$ cat config.mk
export PLATFORM = sky130hd
export DESIGN_NAME = irq_encoder16
export DESIGN_NICKNAME = d
export VERILOG_FILES = /design/src/rtl/irq_encoder16_pkg.sv /design/src/rtl/prio_enc16.sv /design/src/rtl/irq_encoder16.sv
export SDC_FILE = /design/constraint.sdc
export NUM_CORES = 1
export LEC_CHECK = 0
export ABC_CLOCK_PERIOD_IN_PS = 1990
export BUFFER_PORTS_ARGS = -buffer_cell sky130_fd_sc_hd__buf_4
export CAP_MARGIN = 20
export CORE_UTILIZATION = 32
export DETAILED_ROUTE_END_ITERATION = 16
export SLEW_MARGIN = 10
export SYNTH_ARGS = -nofsm -noshare
export SYNTH_HDL_FRONTEND = slang
export SYNTH_HIERARCHICAL = 1
export SYNTH_SLANG_ARGS = --single-unit
$ cat constraint.sdc
create_clock -name clk -period 1.99 [get_ports clk]
set_input_delay 0.199 -clock clk [delete_from_list [all_inputs] [get_ports clk]]
set_output_delay 0.199 -clock clk [all_outputs]
set_load 0.02 [all_outputs]
$ cat src/rtl/irq_encoder16_pkg.sv
// Shared constants, FSM state encoding and helpers for the 16-line IRQ encoder.
package irq_encoder16_pkg;

    localparam int unsigned NREQ   = 16;
    localparam int unsigned CODE_W = 4;

    typedef enum logic [0:0] {
        IDLE = 1'b0,
        HOLD = 1'b1
    } state_e;

    function automatic logic [NREQ-1:0] onehot(input logic [CODE_W-1:0] idx);
        logic [NREQ-1:0] vec;
        vec      = '0;
        vec[idx] = 1'b1;
        return vec;
    endfunction

endpackage

$ cat src/rtl/prio_enc16.sv
// Combinational 16-to-4 priority encoder; the highest set index wins, any_set flags a hit.
module prio_enc16
    import irq_encoder16_pkg::*;
(
    input  logic [NREQ-1:0]   vec,
    output logic [CODE_W-1:0] idx,
    output logic              any_set
);

    always_comb begin
        idx     = '0;
        any_set = 1'b0;
        // Ascending scan so later (higher) indices overwrite lower ones.
        for (int i = 0; i < NREQ; i++) begin
            if (vec[i]) begin
                idx     = CODE_W'(i);
                any_set = 1'b1;
            end
        end
    end

endmodule

$ cat src/rtl/irq_encoder16.sv
// Latching 16-line interrupt encoder with valid/ack handshake and saturating overrun counter.
// Define IRQ_ENCODER16_MASK_EN to add a per-line eligibility mask input.
module irq_encoder16
    import irq_encoder16_pkg::*;
#(
    parameter int unsigned OVF_W = 8
) (
    input  logic              clk,
    input  logic              rst,
    input  logic [NREQ-1:0]   req,
    input  logic              ack,
`ifdef IRQ_ENCODER16_MASK_EN
    input  logic [NREQ-1:0]   mask,
`endif
    output logic [CODE_W-1:0] code,
    output logic              valid,
    output logic [NREQ-1:0]   pending,
    output logic [OVF_W-1:0]  ovf_cnt
);

    state_e              state;
    logic [NREQ-1:0]     clr;
    logic [NREQ-1:0]     eligible;
    logic [CODE_W-1:0]   enc_idx;
    logic                enc_any;
    logic                overrun;

`ifdef IRQ_ENCODER16_MASK_EN
    assign eligible = pending & mask;
`else
    assign eligible = pending;
`endif

    assign clr     = (valid && ack) ? onehot(code) : '0;
    // A bit being cleared this cycle can be re-set by req without counting as overrun.
    assign overrun = |(req & pending & ~clr);

    prio_enc16 u_prio_enc16 (
        .vec     (eligible),
        .idx     (enc_idx),
        .any_set (enc_any)
    );

    always_ff @(posedge clk) begin
        if (rst) begin
            state   <= IDLE;
            pending <= '0;
            code    <= '0;
            valid   <= 1'b0;
            ovf_cnt <= '0;
        end else begin
            pending <= (pending & ~clr) | req;
            if (overrun && (ovf_cnt != {OVF_W{1'b1}})) begin
                ovf_cnt <= ovf_cnt + OVF_W'(1);
            end
            case (state)
                IDLE: begin
                    if (enc_any) begin
                        code  <= enc_idx;
                        valid <= 1'b1;
                        state <= HOLD;
                    end
                end
                HOLD: begin
                    if (ack) begin
                        valid <= 1'b0;
                        state <= IDLE;
                    end
                end
                default: begin
                    valid <= 1'b0;
                    state <= IDLE;
                end
            endcase
        end
    end

endmodule

==> metrics.cfg, run 1 <==
[min_path]
min_to = pending[13]
hold_class = in2reg
min_from = req[13]
holdPathStages = 3

[floorplanning]
die_width_um = 72.7
die_h_um = 72.7
dieArea_sq_um = 5290
num_rows = 25
ioPinCount = 48
core_sq_um = 4750
start_util_pct = 33.7

[timing]
hold-worst-slack_ps = 136
fmax_mhz = 509
finalSetupTns_ps = 0
timing.final.crit_share_pct = 98.7
setup_viol = 0
final.min_clock_period_ps = 1960
drv_slew = 0
final_hold_viol_count = 0
grt_setup_unrepaired = true
worst-slew-pin-transition_ps = 599
relSlewSlack_pct = 60.0
clock_skew_ps = 7.58

[cts]
cts_tree = built
cts.path.max_buffers = 2
path_clk_slew_ps = 70
clock-sinks = 30
htree_levels = 2
cts_root_buf = clkbuf_8
clk_latency_ps = 280
holdBufCountCts = 0
cts_made_buffers = 5

[setup_path]
crit_chain = and4_2, a31oi_2, nor4_2, and4_4, buf_6, or4_1, a21oi_1
start_kind = flip-flop
worst-r2r-cell-count = 7
slowest_delay_ps = 490
r2r_setup_slack_ps = 30
critPathCaptureType = flip-flop
cp_data_arrival_time_ps = 2180
required_ps = 2200
r2r_end = ovf_cnt[7]
path_max_fanout = 7
worstSetupPathType = reg2reg
reg2reg_from = code[3]
cp_slowest_cell = or4_1

[power_and_ir_drop]
power_switching_share_pct = 30.6
p_int_w = 0.00115
power_leakage_nw = 1.06
clockPowerShare_pct = 30.2
p_per_area_nw_per_um2 = 684
power_frac_comb_pct = 28.0
power_frac_seq_pct = 41.8
irDropWorstVdd_uv = 299
p_sw_w = 0.000509

[drt]
firstDrtPassIters = 4
vias_per_cell = 4.87
vias = 1764
ant_nets = 0
drt_iter0_drc = 125
wl_per_cell_um = 13.1
drc_errors = 0
drt-total-wl_um = 4750

[layout]
antenna_cells = 0
postLayoutCoreUtil_pct = 51.1
final_cell_mix = buf_4 (81), nand2_1 (37), nor2_1 (31), a21oi_1 (28), dfxtp_1 (26)
final_common_cell = buf_4
area_growth_syn_to_layout_pct = 51.6
drive_gt1_share_pct = 40.7
nets = 314

[placement]
port_buffers = 47
place_congestion = 0.931
place_hpwl_um = 3530

[flow_run]
max_cap_viol_count = 0

[yosys]
synthFlopType = dfxtp_1
synth_edf_count = 0
syn-mean-instance-area_sq_um = 7.38
async_flop_share_pct = 0
ys_seq_area_share_pct = 37.5
netlist_instances = 217
synth_nets = 237
netlist-cell-type-count = 33
synth-seq-cells = 30
synth_top_cell_by_area = dfxtp_1
syn-cell-area_sq_um = 1600
synth_top_cell_area_share_pct = 37.5
yosys_warnings = 6
netlist_top_cells_area = dfxtp_1 (38%), a21oi_1 (11%), nand2_1 (8.7%), nor2_1 (7.3%), mux2i_1 (3.1%)

[outcome]
outcome = complete, no violations

[global_routing]
grt_usage_pct = 18.4
antenna_found_initial = 0
overflow = 0
grt_pass1_wl_um = 7400
grt_pass1_vias = 1602
grt_start_max_net_pins = 34

==> critical path: cells and delay by family (launching register included) <==
family                 cells  cell delay [ps]
and+or+nand+nor            4             1070
buffers and inverters      1              120
DFF                        1              340
AOI/OAI and AO/OA          2              380
==> final cells by class <==
cell class,instances,area [sq um]
flip-flops and latches,30,608
multi-input cells,171,1000
repair buffers,83,631
inverters,3,11.3
clock inverters,1,5.00
clock buffers,7,86.3
fillers,493,2330
well taps,67,83.8
==> routing by layer <==
| metal | part of all wire [%] | track usage (%) |
|---|---|---|
| met1 | 48 | 25.6 |
| met2 | 46 | 28.5 |
| met3 | 4.5 | 3.18 |
| met4 | 0.97 | 7.19 |
| met5 | 0 | 0 |
==> power by group through the flow <==
stage	Sequential [W]	Combinational, W	Clock (W)
2_1_floorplan	0.000756	0.000167	0
3_3_place_gp	0.000705	0.000434	0
3_5_place_dp	0.000707	0.000435	0
4_1_cts	0.000694	0.000443	0.000521
5_1_grt	0.000704	0.000508	0.000543
6_report	0.000696	0.000465	0.000502
==> worst max path at each step <==
stage                      end  depth (start not counted)  startpoint  slack, ps
floorplan           ovf_cnt[5]                          8       valid          3
global placement    ovf_cnt[7]                          7     code[1]        -60
detailed placement  ovf_cnt[7]                          8     code[3]        -80
CTS                 ovf_cnt[0]                          6       valid         20
global route        ovf_cnt[5]                          6       valid        -60
finish              ovf_cnt[7]                          7     code[3]         30
==> synthesized netlist by cell type, drive strengths merged, types with 5 or more instances <==
cell type	number
a21oi	35
a31oi	5
buf	8
clkbuf	5
dfxtp	30
mux2i	5
nand2	37
nand2b	5
nand3	5
nor2	32
nor2b	6
nor4	8
==> sequential cells by signal, indices dropped and copies added (netlist names) <==
name / count
code: 4
ovf_cnt: 8
pending: 16
state: 1
valid: 1
==> logic make-up (layout without fill, tap and decap cells) <==
kind of cell               after synthesis  in the layout  synth area share [%]
AOI/OAI and AO/OA                       49             49                  16.8
adders and majority gates                1              1                 0.781
buffers and inverters                   16             94                  5.55
DFF                                     30             30                  37.5
muxes                                    7              7                  4.53
and+or+nand+nor                        114            114                  34.8
==> stage by stage <==
stage	worst slack (ps)	cells	power, W	area [sq um]
2_1_floorplan	3.29	217	0.000923	1610
3_3_place_gp	-55.8	353	0.00114	2230
3_5_place_dp	-81.0	353	0.00114	2230
4_1_cts	23.6	362	0.00166	2350
5_1_grt	-57.5	362	0.00175	2430
6_report	26.1	362	0.00166	2430
==> what timing repair did <==
item,in CTS,in global routing
setup buffers,1,0
endpoints found under the setup margin,6,8
pin swaps,6,7
gates resized for setup,8,19
cloned,0,1
No activity file was read; power rests on OpenSTA's default activity.
==> run 2, diff against run 1 <==
--- a/config.mk
+++ b/config.mk
@@ -8,8 +8,11 @@
 export ABC_CLOCK_PERIOD_IN_PS = 1990
 export BUFFER_PORTS_ARGS = -buffer_cell sky130_fd_sc_hd__buf_4
 export CAP_MARGIN = 20
-export CORE_UTILIZATION = 32
+export CELL_PAD_IN_SITES_DETAIL_PLACEMENT = 1
+export CELL_PAD_IN_SITES_GLOBAL_PLACEMENT = 2
+export CORE_UTILIZATION = 25
 export DETAILED_ROUTE_END_ITERATION = 16
+export PLACE_DENSITY_LB_ADDON = 0.1
 export SLEW_MARGIN = 10
 export SYNTH_ARGS = -nofsm -noshare
 export SYNTH_HDL_FRONTEND = slang
==> run 2 against run 1 <==
  * Critical path depth unchanged
  * Sequential cell count unchanged
  * Worst hold slack got worse by 3.7 ps
  * Wire length rose by 23%
  * Global-route usage is essentially flat
  * Die area rose by 27%
  * Count of clock-buffer cells in the layout is the same
  * Cell count up 3.3%
  * Sequential share of layout area shrank 0.84 points
  * First-iteration DRC count is 59% lower
  * Worst setup slack better by 41 ps
==> metrics.cfg, run 2 (synthesis gave the netlist of run 1 again) <==
[outcome]
outcome = complete, no violations

[floorplanning]
dieArea_sq_um = 6730  ; +27%
ioPinCount = 48  ; unchanged
start_util_pct = 26.4  ; -7.3 points
core_sq_um = 6060  ; +27%
die_h_um = 82.0  ; +13%
die_width_um = 82.0  ; +13%
num_rows = 28  ; +12%

[placement]
place_hpwl_um = 4460  ; +26%
place_congestion = 0.812  ; -13%
placed_cells = 363  ; +2.8%
port_buffers = 47  ; unchanged

[global_routing]
grt_usage_pct = 18.4  ; about the same
grt_pass1_vias = 1806  ; +13%
grt_pass1_wl_um = 9080  ; +23%
antenna_found_initial = 0  ; unchanged
overflow = 0  ; unchanged
grt_start_max_net_pins = 34  ; unchanged

[layout]
nFillCells = 758  ; +54%
antenna_cells = 0  ; unchanged
area_growth_syn_to_layout_pct = 58.5
postLayoutCoreUtil_pct = 41.9  ; -9.2 points
final_cell_mix = buf_4 (85), nand2_1 (37), nor2_1 (31), dfxtp_1 (25), a21oi_1 (23)
largest_reg_flops = 16  ; unchanged
regMostFlops = pending
largestRegisters = pending: 16 flops, ovf_cnt: 8 flops, code: 4 flops
drive_gt1_share_pct = 44.5  ; +3.8 points
nets = 318  ; +1.3%
fin_cells = 374  ; +3.3%
final_common_cell = buf_4

[drt]
ant_nets = 0  ; unchanged
drt_iter0_drc = 51  ; -59%
firstDrtPassIters = 4  ; unchanged
drc_errors = 0  ; unchanged
vias = 1818  ; +3.1%
vias_per_cell = 4.86  ; -0.25%
wl_per_cell_um = 15.6  ; +19%
drt-total-wl_um = 5820  ; +23%

[timing]
fmax_mhz = 520  ; +2.1%
worst-slew-pin-transition_ps = 595  ; -3.14 ps
timing.final.crit_share_pct = 96.6  ; -2.1 points
grt_setup_unrepaired = true
final.min_clock_period_ps = 1920  ; -41.0 ps
clock_skew_ps = 5.41  ; -2.16 ps
drv_slew = 0  ; unchanged
final_hold_viol_count = 0  ; unchanged
finalSetupTns_ps = 0  ; unchanged
relSlewSlack_pct = 60.2  ; +0.21 points
setup_viol = 0  ; unchanged

[power_and_ir_drop]
total_power_w = 0.00172  ; +3.4%
power_leakage_nw = 1.09  ; +2.8%
p_per_area_nw_per_um2 = 677  ; -1.1%
irDropWorstVdd_uv = 346  ; +16%

[cts]
htree_levels = 2  ; unchanged
clk_latency_ps = 280  ; about the same
holdBufCountCts = 0  ; unchanged
path_clk_slew_ps = 70  ; about the same
clock-sinks = 30  ; unchanged
cts_made_buffers = 5  ; unchanged
cts.path.max_buffers = 2  ; unchanged
cts_tree = built
cts_root_buf = clkbuf_8

[setup_path]
path_max_fanout = 6  ; -1
start_kind = flip-flop
worstSetupPathType = reg2reg
critPathCaptureType = flip-flop
cp_data_arrival_time_ps = 2140  ; -40 ps
required_ps = 2210  ; about the same

[min_path]
hold_class = in2reg

[flow_run]
max_cap_viol_count = 0  ; unchanged

-- run 2: layout make-up --
type                    instances  area [sq um]  share of cell area, %
multi-input cells             171          1070                   42.0
repair buffers                 87           661                   26.0
flip-flops and latches         30           614                   24.2
well taps                      75          93.8                   3.70
clock buffers                   7          86.3                   3.40
inverters                       3          11.3                  0.444
clock inverters                 1          5.00                  0.197
-- run 2: repair_timing --
action,CTS,global route
pin swaps,5,14
setup buffers,1,2
setup endpoints to repair,8,8
resized for setup,14,32
-- run 2: where the power goes --
group / internal, W / switching, W
Sequential: 0.000646 / 0.0000504
Combinational: 0.000246 / 0.000263
Clock: 0.000279 / 0.000234
-- run 2: critical path: stages (launching register included) --
cell and delay (ps):
dfxtp_4 370, and4bb_4 270, a21oi_1 210, nor4_2 70, and4_4 200, buf_6 120, or4_4 500, a21oi_2 120
-- run 2: worst paths after layout --
kind	start	endpoint	slack (ps)	cells after the start
worst max-delay path	code[1]	ovf_cnt[7]	70	7
worst max register to register	code[1]	ovf_cnt[7]	70	7
worst min-delay path	req[12]	pending[12]	130	3
worst min register to register	ovf_cnt[1]	ovf_cnt[1]	520	2
-- run 2: stage by stage --
stage / setup slack [ps] / cell area (sq um) / hold slack (ps)
6_report: 67.0 / 2540 / 132
5_1_grt: -14.9 / 2540 / 140
4_1_cts: -8.63 / 2390 / 125
3_5_place_dp: -62.2 / 2250 / 421
3_3_place_gp: -51.9 / 2250 / 417
2_1_floorplan: 3.29 / 1610 / 316
-- run 2: metal layers --
metal	GRT usage (%)	wire (um)	vias to the layer above
met5	0	0	-
met4	5.26	29	0
met3	3.78	190	2
met2	28.0	2600	32
met1	26.0	3010	862
li1	-	-	922
==> run 3, diff against run 2 <==
--- a/config.mk
+++ b/config.mk
@@ -6,7 +6,7 @@
 export NUM_CORES = 1
 export LEC_CHECK = 0
 export ABC_CLOCK_PERIOD_IN_PS = 1990
-export BUFFER_PORTS_ARGS = -buffer_cell sky130_fd_sc_hd__buf_4
+export BUFFER_PORTS_ARGS = -buffer_cell sky130_fd_sc_hd__buf_2
 export CAP_MARGIN = 20
 export CELL_PAD_IN_SITES_DETAIL_PLACEMENT = 1
 export CELL_PAD_IN_SITES_GLOBAL_PLACEMENT = 2
==> run 3 against run 2 <==
  * Wire length increased by 0.50%
  * Critical path depth increased by 1
  * First-iteration DRC count increased by 14%
  * Power decreased by 3.3%
  * Clock skew decreased by 1.0 ps
  * Highest routed layer unchanged
  * Largest cell class unchanged
==> metrics.cfg, run 3 (synthesis gave the netlist of run 1 again) <==
[setup_path]
worst-path-buf-inv = 2  ; +1
path_max_fanout = 8  ; +2
required_ps = 2210  ; about the same
cp_top_family = simple AND/OR/NAND/NOR gates
start_kind = flip-flop
crit_chain = nor2b_1, buf_6, a21oi_4, nor4_4, and4_4, buf_6, or4_1, a21oi_1
cpMostUsedCell = buf_6
cp_slowest_cell = or4_1
worst-r2r-cell-count = 8  ; +1
slowest_delay_ps = 490  ; about the same
path_depth = 8  ; +1
worstSetupPathType = reg2reg
cp_data_arrival_time_ps = 2170  ; +30 ps
critPathCaptureType = flip-flop

[global_routing]
grt_pass1_wl_um = 9180  ; +1.1%
overflow = 0  ; unchanged
grt_pass1_vias = 1784  ; -1.2%
grt_start_max_net_pins = 19  ; -44%
grt_usage_pct = 18.6  ; +0.15 points
antenna_found_initial = 0  ; unchanged

[min_path]
holdPathStages = 3  ; unchanged
hold_class = in2reg

[layout]
antenna_cells = 0  ; unchanged
nets = 320  ; +0.63%
largestRegisters = pending: 16 flops, ovf_cnt: 8 flops, code: 4 flops
area_growth_syn_to_layout_pct = 54.6
final_common_cell = buf_2
regMostFlops = pending
fin_area_sq_um = 2480  ; -2.5%
final_cell_mix = buf_2 (47), buf_4 (38), nand2_1 (37), nor2_1 (31), dfxtp_1 (26)
largest_reg_flops = 16  ; unchanged
drive_gt1_share_pct = 44.0  ; -0.48 points
nFillCells = 778  ; +2.6%

[timing]
timing.final.crit_share_pct = 98.3  ; +1.6 points
worst-slew-pin-transition_ps = 544  ; -51.2 ps
grt_setup_unrepaired = true
finalSetupTns_ps = 0  ; unchanged
setup_viol = 0  ; unchanged
clock_skew_ps = 4.38  ; -1.03 ps
relSlewSlack_pct = 63.6  ; +3.4 points
final.min_clock_period_ps = 1960  ; +32.4 ps
final_hold_viol_count = 0  ; unchanged
fin_ws_ps = 34.6  ; -32.4 ps
fmax_mhz = 511  ; -1.7%
drv_slew = 0  ; unchanged

[cts]
htree_levels = 2  ; unchanged
cts_made_buffers = 5  ; unchanged
cts.path.max_buffers = 2  ; unchanged
cts_tree = built
holdBufCountCts = 0  ; unchanged
clock-sinks = 30  ; unchanged
clk_latency_ps = 280  ; about the same
path_clk_slew_ps = 60  ; about the same
cts_root_buf = clkbuf_8

[drt]
drc_errors = 0  ; unchanged
ant_nets = 0  ; unchanged
wl_per_cell_um = 15.6  ; +0.23%
vias = 1844  ; +1.4%
drt_iter0_drc = 58  ; +14%
drt-total-wl_um = 5850  ; +0.50%
vias_per_cell = 4.92  ; +1.2%
firstDrtPassIters = 4  ; unchanged

[power_and_ir_drop]
p_per_area_nw_per_um2 = 672  ; -0.82%
irDropWorstVdd_uv = 277  ; -20%
power_leakage_nw = 1.07  ; -1.9%

[outcome]
outcome = complete, no violations

[placement]
placed_cell_area_sq_um = 2150  ; -4.6%
place_ws_ps = -107  ; -44.5 ps
place_hpwl_um = 4530  ; +1.5%
port_buffers = 47  ; unchanged
place_congestion = 0.793  ; -2.2%

[floorplanning]
die_width_um = 82.0  ; unchanged
dieArea_sq_um = 6730  ; unchanged
core_sq_um = 6060  ; unchanged
ioPinCount = 48  ; unchanged
start_util_pct = 26.4  ; unchanged
num_rows = 28  ; unchanged
die_h_um = 82.0  ; unchanged

[flow_run]
max_cap_viol_count = 0  ; unchanged

==> run 3: changes by cell type in the layout (fill, tap and decap cells not counted), sizes merged <==
cell / delta
buf: +2
clkinv: -1
==> run 3: area by class of cell <==
| cell class | count | area [sq um] | share of cell area (%) |
|---|---|---|---|
| multi-input cells | 171 | 1110 | 45.0 |
| flip-flops and latches | 30 | 611 | 24.7 |
| repair buffers | 89 | 569 | 23.0 |
| well taps | 75 | 93.8 | 3.79 |
| clock buffers | 7 | 76.3 | 3.08 |
| inverters | 3 | 11.3 | 0.455 |
==> run 3: power breakdown <==
part	internal, W	switching [W]
clock	0.000241	0.000229
sequential	0.000646	0.0000499
combinational	0.000222	0.000276
==> run 3: worst min-delay path: cells and delay by family <==
kind	cells	cell delay, ps
AO/OA/AOI/OAI	1	30
buffers and inverters	1	90
AND/OR/NAND/NOR	1	60
==> run 3: path summary, 6_finish.rpt <==
| path | endpoint | start | slack [ps] |
|---|---|---|---|
| worst max-delay path | ovf_cnt[7] | code[0] | 30 |
| worst min-delay path | pending[0] | req[0] | 140 |
| worst max register to register | ovf_cnt[7] | code[0] | 30 |
| worst min register to register | ovf_cnt[1] | ovf_cnt[1] | 520 |
==> run 3: repair_timing <==
| action | 4_1_cts | 5_1_grt |
|---|---|---|
| endpoints found under the setup margin | 7 | 7 |
| buffers inserted | 2 | 1 |
| gates resized for setup | 15 | 37 |
| pin swaps | 4 | 13 |
==> run 3: per-stage QoR <==
| step | total power, W | hold WS, ps | std cells | utilization (%) |
|---|---|---|---|---|
| floorplan | 0.000923 | 316 | 217 | - |
| global placement | 0.00113 | 425 | 365 | 35.4 |
| detailed placement | 0.00113 | 429 | 365 | 35.4 |
| CTS | 0.00163 | 129 | 374 | 37.8 |
| global route | 0.00176 | 152 | 375 | 40.9 |
| finish | 0.00166 | 135 | 375 | 40.9 |
==> run 3: layer usage <==
layer	vias up	wire (um)	GRT usage [%]
li1	926	-	-
met1	872	3030	26.7
met2	38	2550	27.3
met3	8	201	3.89
met4	0	71	5.96
met5	-	0	0
